[config.mk]
export PLATFORM = sky130hd
export DESIGN_NAME = md_sched
export DESIGN_NICKNAME = d
export VERILOG_FILES = /design/src/rtl/md_sched_pkg.sv /design/src/rtl/md_div_iter.sv /design/src/rtl/md_sched.sv
export SDC_FILE = /design/constraint.sdc
export NUM_CORES = 2
export LEC_CHECK = 0
export ABC_AREA = 1
export ABC_CLOCK_PERIOD_IN_PS = 12300
export CAP_MARGIN = 20
export CORE_ASPECT_RATIO = 1.5
export CORE_UTILIZATION = 40
export DETAILED_ROUTE_END_ITERATION = 8
export PLACE_DENSITY_LB_ADDON = 0.05
export SETUP_SLACK_MARGIN = 0.02
export SLEW_MARGIN = 20
export SYNTH_ARGS = -nofsm -noshare
export SYNTH_HDL_FRONTEND = slang
export SYNTH_HIERARCHICAL = 1
export SYNTH_SLANG_ARGS = --single-unit
[constraint.sdc]
create_clock -name clk -period 12.3 [get_ports clk]
set_input_delay 2.46 -clock clk [delete_from_list [all_inputs] [get_ports clk]]
set_output_delay 2.46 -clock clk [all_outputs]
set_load 0.03 [all_outputs]
[src/rtl/md_sched_pkg.sv]
// Shared types and constants for the multiply/divide scheduler.
package md_sched_pkg;

  localparam int unsigned XLEN      = 32;
  localparam int unsigned DIV_ITERS = 32;
  localparam int unsigned CNT_W     = 6;

  typedef enum logic [1:0] {
    MD_OP_MULT  = 2'b00,
    MD_OP_MULTU = 2'b01,
    MD_OP_DIV   = 2'b10,
    MD_OP_DIVU  = 2'b11
  } md_op_e;

  typedef enum logic [1:0] {
    MD_ST_IDLE = 2'b00,
    MD_ST_MUL  = 2'b01,
    MD_ST_DIV  = 2'b10,
    MD_ST_DONE = 2'b11
  } md_state_e;

  typedef struct packed {
    md_op_e            op;
    logic              id;
    logic [XLEN-1:0]   src1;
    logic [XLEN-1:0]   src2;
  } md_req_t;

  function automatic logic md_is_div(input md_op_e op);
    return op[1];
  endfunction

  function automatic logic md_is_signed(input md_op_e op);
    return ~op[0];
  endfunction

  function automatic logic [XLEN-1:0] md_abs(input logic [XLEN-1:0] x, input logic sgn);
    return (sgn & x[XLEN-1]) ? (~x + XLEN'(1)) : x;
  endfunction

endpackage

[src/rtl/md_div_iter.sv]
// Restoring divider: setup on start, then one quotient bit per cycle, sign-fixed
// result presented combinationally during the final iteration.
module md_div_iter
  import md_sched_pkg::*;
(
  input  logic            clk,
  input  logic            reset,
  input  logic            start,
  input  logic            is_signed,
  input  logic [XLEN-1:0] a,
  input  logic [XLEN-1:0] b,
  output logic            done_c,
  output logic [XLEN-1:0] quotient_c,
  output logic [XLEN-1:0] remainder_c
);

  localparam int unsigned ITER_W = $clog2(DIV_ITERS);

  logic              active_q, active_d;
  logic [ITER_W-1:0] iter_q, iter_d;
  logic [XLEN-1:0]   rem_q, rem_d;
  logic [XLEN-1:0]   quo_q, quo_d;
  logic [XLEN-1:0]   dvsr_q, dvsr_d;
  logic              negq_q, negq_d;
  logic              negr_q, negr_d;

  logic [XLEN:0]     rem_sh;
  logic [XLEN:0]     diff;
  logic              take;
  logic [XLEN-1:0]   rem_nx;
  logic [XLEN-1:0]   quo_nx;

  // quo_q shifts the dividend out from the top while quotient bits enter below
  always_comb begin
    rem_sh = {rem_q, quo_q[XLEN-1]};
    diff   = rem_sh - {1'b0, dvsr_q};
    take   = ~diff[XLEN];
    rem_nx = take ? diff[XLEN-1:0] : rem_sh[XLEN-1:0];
    quo_nx = {quo_q[XLEN-2:0], take};
  end

  assign done_c      = active_q & (iter_q == ITER_W'(DIV_ITERS - 1));
  assign quotient_c  = negq_q ? (~quo_nx + XLEN'(1)) : quo_nx;
  assign remainder_c = negr_q ? (~rem_nx + XLEN'(1)) : rem_nx;

  always_comb begin
    active_d = active_q;
    iter_d   = iter_q;
    rem_d    = rem_q;
    quo_d    = quo_q;
    dvsr_d   = dvsr_q;
    negq_d   = negq_q;
    negr_d   = negr_q;
    if (start) begin
      active_d = 1'b1;
      iter_d   = '0;
      rem_d    = '0;
      quo_d    = md_abs(a, is_signed);
      dvsr_d   = md_abs(b, is_signed);
      // divide-by-zero keeps an all-ones quotient regardless of operand signs
      negq_d   = is_signed & (a[XLEN-1] ^ b[XLEN-1]) & (|b);
      negr_d   = is_signed & a[XLEN-1];
    end else if (active_q) begin
      rem_d  = rem_nx;
      quo_d  = quo_nx;
      iter_d = iter_q + ITER_W'(1);
      if (done_c) active_d = 1'b0;
    end
  end

  always_ff @(posedge clk) begin
    if (reset) begin
      active_q <= 1'b0;
      iter_q   <= '0;
      rem_q    <= '0;
      quo_q    <= '0;
      dvsr_q   <= '0;
      negq_q   <= 1'b0;
      negr_q   <= 1'b0;
    end else begin
      active_q <= active_d;
      iter_q   <= iter_d;
      rem_q    <= rem_d;
      quo_q    <= quo_d;
      dvsr_q   <= dvsr_d;
      negq_q   <= negq_d;
      negr_q   <= negr_d;
    end
  end

endmodule

[src/rtl/md_sched.sv]
// Shared multiply/divide scheduler for both execute pipes: arbitration,
// fixed-latency multiply, iterative divide and result hold until accepted.
module md_sched
  import md_sched_pkg::*;
#(
  parameter int unsigned MUL_LAT = 2
) (
  input  logic              clk,
  input  logic              reset,
  input  logic              flush,
  input  logic [1:0]        req_valid,
  input  logic [3:0]        req_op,
  input  logic [2*XLEN-1:0] req_src1,
  input  logic [2*XLEN-1:0] req_src2,
  output logic [1:0]        req_ready,
  output logic              busy,
  output logic              resp_valid,
  output logic              resp_id,
  output logic [XLEN-1:0]   resp_hi,
  output logic [XLEN-1:0]   resp_lo,
  input  logic              resp_ready
);

  md_state_e         state_q, state_d;
  logic [CNT_W-1:0]  cnt_q, cnt_d;
  md_req_t           req_q, req_d;
  logic              busy_q, busy_d;
  logic              resp_valid_q, resp_valid_d;
  logic              resp_id_q, resp_id_d;
  logic [XLEN-1:0]   resp_hi_q, resp_hi_d;
  logic [XLEN-1:0]   resp_lo_q, resp_lo_d;

  logic              idle;
  logic              fire;
  logic              fire_id;
  md_req_t           sel_req;
  md_req_t           mul_req;
  logic [2*XLEN-1:0] mul_a;
  logic [2*XLEN-1:0] mul_b;
  logic [2*XLEN-1:0] product;
  logic              div_start;
  logic              div_signed;
  logic              div_kill;
  logic              div_done_c;
  logic [XLEN-1:0]   div_quo_c;
  logic [XLEN-1:0]   div_rem_c;

  // pipe 0 always wins; nothing is granted outside IDLE or during a flush
  assign idle      = (state_q == MD_ST_IDLE);
  assign req_ready = {req_valid[1] & ~req_valid[0] & ~flush & idle,
                      req_valid[0] & ~flush & idle};
  assign fire      = |(req_valid & req_ready);
  assign fire_id   = ~req_ready[0];

  always_comb begin
    sel_req.op   = md_op_e'(fire_id ? req_op[3:2] : req_op[1:0]);
    sel_req.id   = fire_id;
    sel_req.src1 = fire_id ? req_src1[2*XLEN-1:XLEN] : req_src1[XLEN-1:0];
    sel_req.src2 = fire_id ? req_src2[2*XLEN-1:XLEN] : req_src2[XLEN-1:0];
  end

  // single multiplier fed from the live request only when MUL_LAT is 1
  always_comb begin
    mul_req = idle ? sel_req : req_q;
    mul_a   = {{XLEN{md_is_signed(mul_req.op) & mul_req.src1[XLEN-1]}}, mul_req.src1};
    mul_b   = {{XLEN{md_is_signed(mul_req.op) & mul_req.src2[XLEN-1]}}, mul_req.src2};
    product = mul_a * mul_b;
  end

  assign div_start  = fire & md_is_div(sel_req.op);
  assign div_signed = md_is_signed(sel_req.op);
  assign div_kill   = reset | flush;

  md_div_iter u_div (
    .clk         (clk),
    .reset       (div_kill),
    .start       (div_start),
    .is_signed   (div_signed),
    .a           (sel_req.src1),
    .b           (sel_req.src2),
    .done_c      (div_done_c),
    .quotient_c  (div_quo_c),
    .remainder_c (div_rem_c)
  );

  always_comb begin
    state_d   = state_q;
    cnt_d     = cnt_q;
    req_d     = req_q;
    resp_id_d = resp_id_q;
    resp_hi_d = resp_hi_q;
    resp_lo_d = resp_lo_q;
    unique case (state_q)
      MD_ST_IDLE: begin
        if (fire) begin
          req_d = sel_req;
          cnt_d = '0;
          if (md_is_div(sel_req.op)) begin
            state_d = MD_ST_DIV;
          end else if (MUL_LAT == 1) begin
            state_d                = MD_ST_DONE;
            resp_id_d              = sel_req.id;
            {resp_hi_d, resp_lo_d} = product;
          end else begin
            state_d = MD_ST_MUL;
          end
        end
      end
      MD_ST_MUL: begin
        cnt_d = cnt_q + CNT_W'(1);
        if (cnt_q == CNT_W'(MUL_LAT - 2)) begin
          state_d                = MD_ST_DONE;
          resp_id_d              = req_q.id;
          {resp_hi_d, resp_lo_d} = product;
        end
      end
      MD_ST_DIV: begin
        cnt_d = cnt_q + CNT_W'(1);
        if (div_done_c) begin
          state_d   = MD_ST_DONE;
          resp_id_d = req_q.id;
          resp_hi_d = div_rem_c;
          resp_lo_d = div_quo_c;
        end
      end
      MD_ST_DONE: begin
        if (resp_ready) state_d = MD_ST_IDLE;
      end
      default: state_d = MD_ST_IDLE;
    endcase
    // flush discards whatever is in flight, including a result being handed over
    if (flush) begin
      state_d   = MD_ST_IDLE;
      cnt_d     = '0;
      resp_id_d = resp_id_q;
      resp_hi_d = resp_hi_q;
      resp_lo_d = resp_lo_q;
    end
    busy_d       = (state_d != MD_ST_IDLE);
    resp_valid_d = (state_d == MD_ST_DONE);
  end

  always_ff @(posedge clk) begin
    if (reset) begin
      state_q      <= MD_ST_IDLE;
      cnt_q        <= '0;
      req_q        <= '0;
      busy_q       <= 1'b0;
      resp_valid_q <= 1'b0;
      resp_id_q    <= 1'b0;
      resp_hi_q    <= '0;
      resp_lo_q    <= '0;
    end else begin
      state_q      <= state_d;
      cnt_q        <= cnt_d;
      req_q        <= req_d;
      busy_q       <= busy_d;
      resp_valid_q <= resp_valid_d;
      resp_id_q    <= resp_id_d;
      resp_hi_q    <= resp_hi_d;
      resp_lo_q    <= resp_lo_d;
    end
  end

  assign busy       = busy_q;
  assign resp_valid = resp_valid_q;
  assign resp_id    = resp_id_q;
  assign resp_hi    = resp_hi_q;
  assign resp_lo    = resp_lo_q;

endmodule

==> Word-level counts from Yosys, hierarchy flattened <==
Cells that the tools add are included.
{ "word_totals": {"word_cells": 106, "regBits": 245, "out_inout_bits": 69, "input_bits": 138} }
{ "classes": {"n_reduce_logical": 14, "mux": 32, "bitwise_logic": 26, "n_mul": 1, "n_addsub": 7, "eq_ne": 8} }
{ "op_table": {"columns": ["op", "n"], "rows": [
  ["32-bit 2-to-1 mux", 13],
  ["32-bit by 1-bit adder with 32-bit output (second input constant)", 4],
  ["32-bit inverter", 4],
  ["32-bit one-hot mux with 2 select lines", 2],
  ["66-bit 2-to-1 mux", 1],
  ["33-bit by 33-bit multiplier with 64-bit output", 1],
  ["33-bit by 32-bit subtractor with 33-bit output", 1],
  ["32-bit OR reduction", 1],
  ["2-bit 2-to-1 mux", 7],
  ["1-bit bitwise AND", 13],
  ["6-bit one-hot mux with 2 select lines", 1],
  ["2-bit one-hot mux with 4 select lines", 1],
  ["2-bit nonzero test", 4],
  ["2-bit OR reduction", 4],
  ["6-bit by 1-bit adder with 6-bit output (second input constant)", 1],
  ["2-bit equality test (second input constant)", 3],
  ["6-bit logical NOT", 1],
  ["6-bit 2-to-1 mux", 1],
  ["1-bit inverter", 6],
  ["5-bit by 1-bit adder with 5-bit output (second input constant)", 1],
  ["5-bit equality test (second input constant)", 1],
  ["1-bit 2-to-1 mux", 5],
  ["2-bit != test (second input constant)", 2],
  ["2-bit AND reduction", 2],
  ["other kinds (8)", 8]
]} }

==> Depth between registers and ports, before layout <==
{ "logic_depth": {"depth_word": 10, "depth_mapped": 45, "depth_no_buf": 41} }

==> Hierarchy <==
Netlist, hierarchy kept.
{ "modules_own_cells": {"columns": ["module", "cells_each", "area_per_inst_um2", "instances", "seq_area_each_um2"], "rows": [
  ["md_sched", 5725, 45780.2, 1, 2822.7],
  ["md_div_iter", 1848, 10505.1, 1, 2082.0]
]} }

==> Worst setup path after synthesis <==
Ideal clock, no wire load.
{ "synth_timing": {"path_type": "input to register", "start": "input port flush", "end": "register resp_hi_q[30], in the netlist resp_hi[30]", "path_slack_ns": 2.212, "required_ns": 12.168, "path_stages": 35, "arrival_ns": 9.956, "setup_time_ns": 0.132, "n_path_buf": 3, "path_cell_list": "inv_2 nand3_2 buf_6 buf_4 nand2_1 nand2_1 o21ai_2 buf_2 nor2_1 fa_1 inv_1 fa_1 inv_1 fa_1 inv_1 fa_1 fa_1 fa_1 inv_1 fa_1 inv_1 fa_1 inv_1 ha_1 inv_1 nor3_1 inv_1 nor2_1 nand2_1 nor3_1 nand2_1 nand2_1 nor2_1 o21ai_0 a21oi_1"} }
{ "synth_rtl": {"columns": ["item", "line_no", "rtl"], "rows": [
  ["start, declared", "md_sched.sv:10", "input logic flush,"],
  ["end signal, assigned", "md_sched.sv:160", "resp_hi_q <= resp_hi_d;"],
  ["end, declared", "md_sched.sv:30", "logic [XLEN-1:0] resp_hi_q, resp_hi_d;"]
]} }

==> flow_summary.yaml <==
yosys:
  synthAdderAreaFrac_pct: 45.8
  yosysTopAreaCellShare_pct: 40.0
  synth_top_area_cell: "fa_1"
  synth_compound_area_share_pct: 7.60
  synth_top_family_by_area: "adder cells"
  yosys.cell_count.top_type: "nand2_1"
  seq_area_frac_synth_pct: 8.71
  yosys-top-cells-area: "fa_1 40%, nand2_1 12%, inv_1 11%"
  syn_nets: 9094
  synth_edf_count: 0
  synth-simple-area-share_pct: 21.9
  avgSynthCellArea_um2: 7.43
  synth-async-reset-ratio_pct: 0
  synth.area.mux_share_pct: 0
  synth_commonest_cells: "1,818 x nand2_1, 1,660 x inv_1, 1,126 x fa_1"
  synthFlopType: "dfxtp_1"
  yosysWarnings: 6
  syn_area_mm2: 0.0563
  synth_cell_types: 59
  synthXorXnorAreaFrac_pct: 2.02
  syn_inst: 7573
  synth-seq-cells: 245
setup_path:
  crit_required_ns: 12.77
  end_kind: "flip-flop"
  crit_start: "req_valid[0]"
  criticalPathCategory: "in -> reg"
  cp-start-kind: "input port"
  slowest_stage: "fa_1"
  worstPathArrival_ns: 12.37
  cp_common_cell: "fa_1"
  critPathMaxStageDelay_ns: 0.68
  rr_startpoint: "state_q[0]"
  crit_path_max_fanout: 24
floorplanning:
  die-area_mm2: 0.142
  rows: 168
  io_pins: 207
  initial_core_util_pct: 40.3
  die_w_um: 308
  core_mm2: 0.140
  die_h_um: 461
worst_hold_path:
  min_path_type: "reg -> reg"
  hp-start: "req_q[24]"
clocking:
  ctsHoldBuffers: 0
  clockBufferDepth: 3
  cts_root_buf: "clkbuf_16"
  htreeDepth: 1
  clock_sinks: 245
  clkTransAtPathRegs_ns: 0.07
  post_cts_buffers: 0
  cts_buffers: 25
  clk_latency_ns: 0.62
  cts_tree: "done"
cells_and_area:
  drive_gt1_share_pct: 8.42
  fin_util_pct: 45.9
  fin_nets: 9486
  syn2layout_area_growth_pct: 14.0
  final_area_mm2: 0.0641
sta:
  clock.fmax_mhz: 84.0
  drv_slew: 0
  period_needed_ns: 11.90
  worst_pin_slew_ns: 1.06
  skew_ns: 0.0319
  hold_violations: 0
  fin_crit_sh_pct: 96.7
  rsz0062_at_grt: "no"
  relSlewSlack_pct: 29.2
  setup_viol: 0
drt:
  drc: 0
  viasPerCell: 5.28
  wl_met1_um: 91900
  antenna_left: 0
  wl_met2_um: 134000
  first_pass_iters: 5
  num_vias: 52100
  top_layer: "met5"
  routed_wl_um: 269000
  first_iter_violations: 3832
  wl_per_cell_um: 27.3
  wl_met3_um: 13100
global_route:
  grt_pass1_vias: 55700
  grt_max_degree: 99
  gr-total-overflow: 0
  grtUsageTotal_pct: 38.8
  grt_pass1_wl_um: 387000
  antenna_found_initial: 8
run_status:
  status: "finished, final reports clean"
placement:
  post_dp_cell_area_mm2: 0.0632
  dp_hpwl_um: 230000
  gp_congestion: 1.02
  port_buffers: 206
run:
  maxCapViolations: 0
-- repair_timing --
item                                    4_1_cts  5_1_grt
resized for setup                             0        1
hold endpoints to repair                      0        0
endpoints found under the setup margin        0        1
-- final cells by class --
cell class / count / area, um2
clock buffers: 34 / 699
diodes: 11 / 27.5
repair buffers: 658 / 5970
inverters: 1709 / 6410
flip-flops and latches: 245 / 4910
fillers: 14600 / 75600
well taps: 1870 / 2340
multi-input cells: 5326 / 43600
clock inverters: 10 / 176
-- placed cells by master (no fill, tap or decap), types with 52 or more instances in the layout --
| cell type | n |
|---|---|
| nand2_1 | 1818 |
| inv_1 | 1657 |
| fa_1 | 1126 |
| nor2_1 | 882 |
| buf_4 | 412 |
| a21oi_1 | 272 |
| ha_1 | 256 |
| dfxtp_1 | 244 |
| o21ai_0 | 231 |
| clkdlybuf4s50_1 | 204 |
| nand3_1 | 167 |
| xor2_1 | 97 |
| a211oi_1 | 64 |
| o21ai_2 | 52 |
-- flip-flops by register name (all words and copies together), names as in the netlist, 2 cells and up --
name,cells
cnt_q,6
req_q,66
resp_hi,32
resp_lo,32
state_q,2
u_div/dvsr_q,32
u_div/iter_q,5
u_div/quo_q,32
u_div/rem_q,32
-- per-layer routing --
| metal | global-route usage [%] | vias to the layer above |
|---|---|---|
| met5 | 0 | - |
| met2 | 68.1 | 2005 |
| met3 | 4.58 | 818 |
| li1 | - | 23200 |
| met1 | 40.4 | 26100 |
| met4 | 35.5 | 8 |
-- per-stage QoR --
| step | instances | hold slack, ns | setup slack (ns) | setup TNS (ns) |
|---|---|---|---|---|
| floorplan | 7573 | 0.422 | 2.21 | 0 |
| global placement | 9808 | 0.445 | -0.219 | -0.233 |
| detailed placement | 9808 | 0.450 | -0.244 | -0.257 |
| CTS | 9852 | 0.462 | 0.387 | 0 |
| global route | 9853 | 0.482 | 0.154 | 0 |
| finish | 9863 | 0.458 | 0.401 | 0 |
-- cells by family (layout without fill, tap and decap cells) --
logic type,after synthesis,in the layout
adder cells (fa/ha/maj),1383,1383
buffers and inverters,2002,2411
flip-flops,245,245
XOR/XNOR,130,130
AO/OA/AOI/OAI,742,742
AND/OR/NAND/NOR,3071,3071
other,0,11
-- worst paths after layout --
path / endpoint / slack, ns / cells past startpoint
min reg2reg: req_q[24] / 0.46 / 2
max reg2reg: resp_hi[3] / 1.89 / 40
min: req_q[24] / 0.46 / 2
max: resp_hi[3] / 0.40 / 39
-- critical path, delay by kind of cell --
family	cells	cell delay, ns
compound gates	7	1.73
simple gates	9	1.03
buf+inv	14	2.53
fa+ha+maj	9	4.55
Power is not shown: default switching activity piles up to over one toggle a cycle in this logic, so the estimate is an artifact.
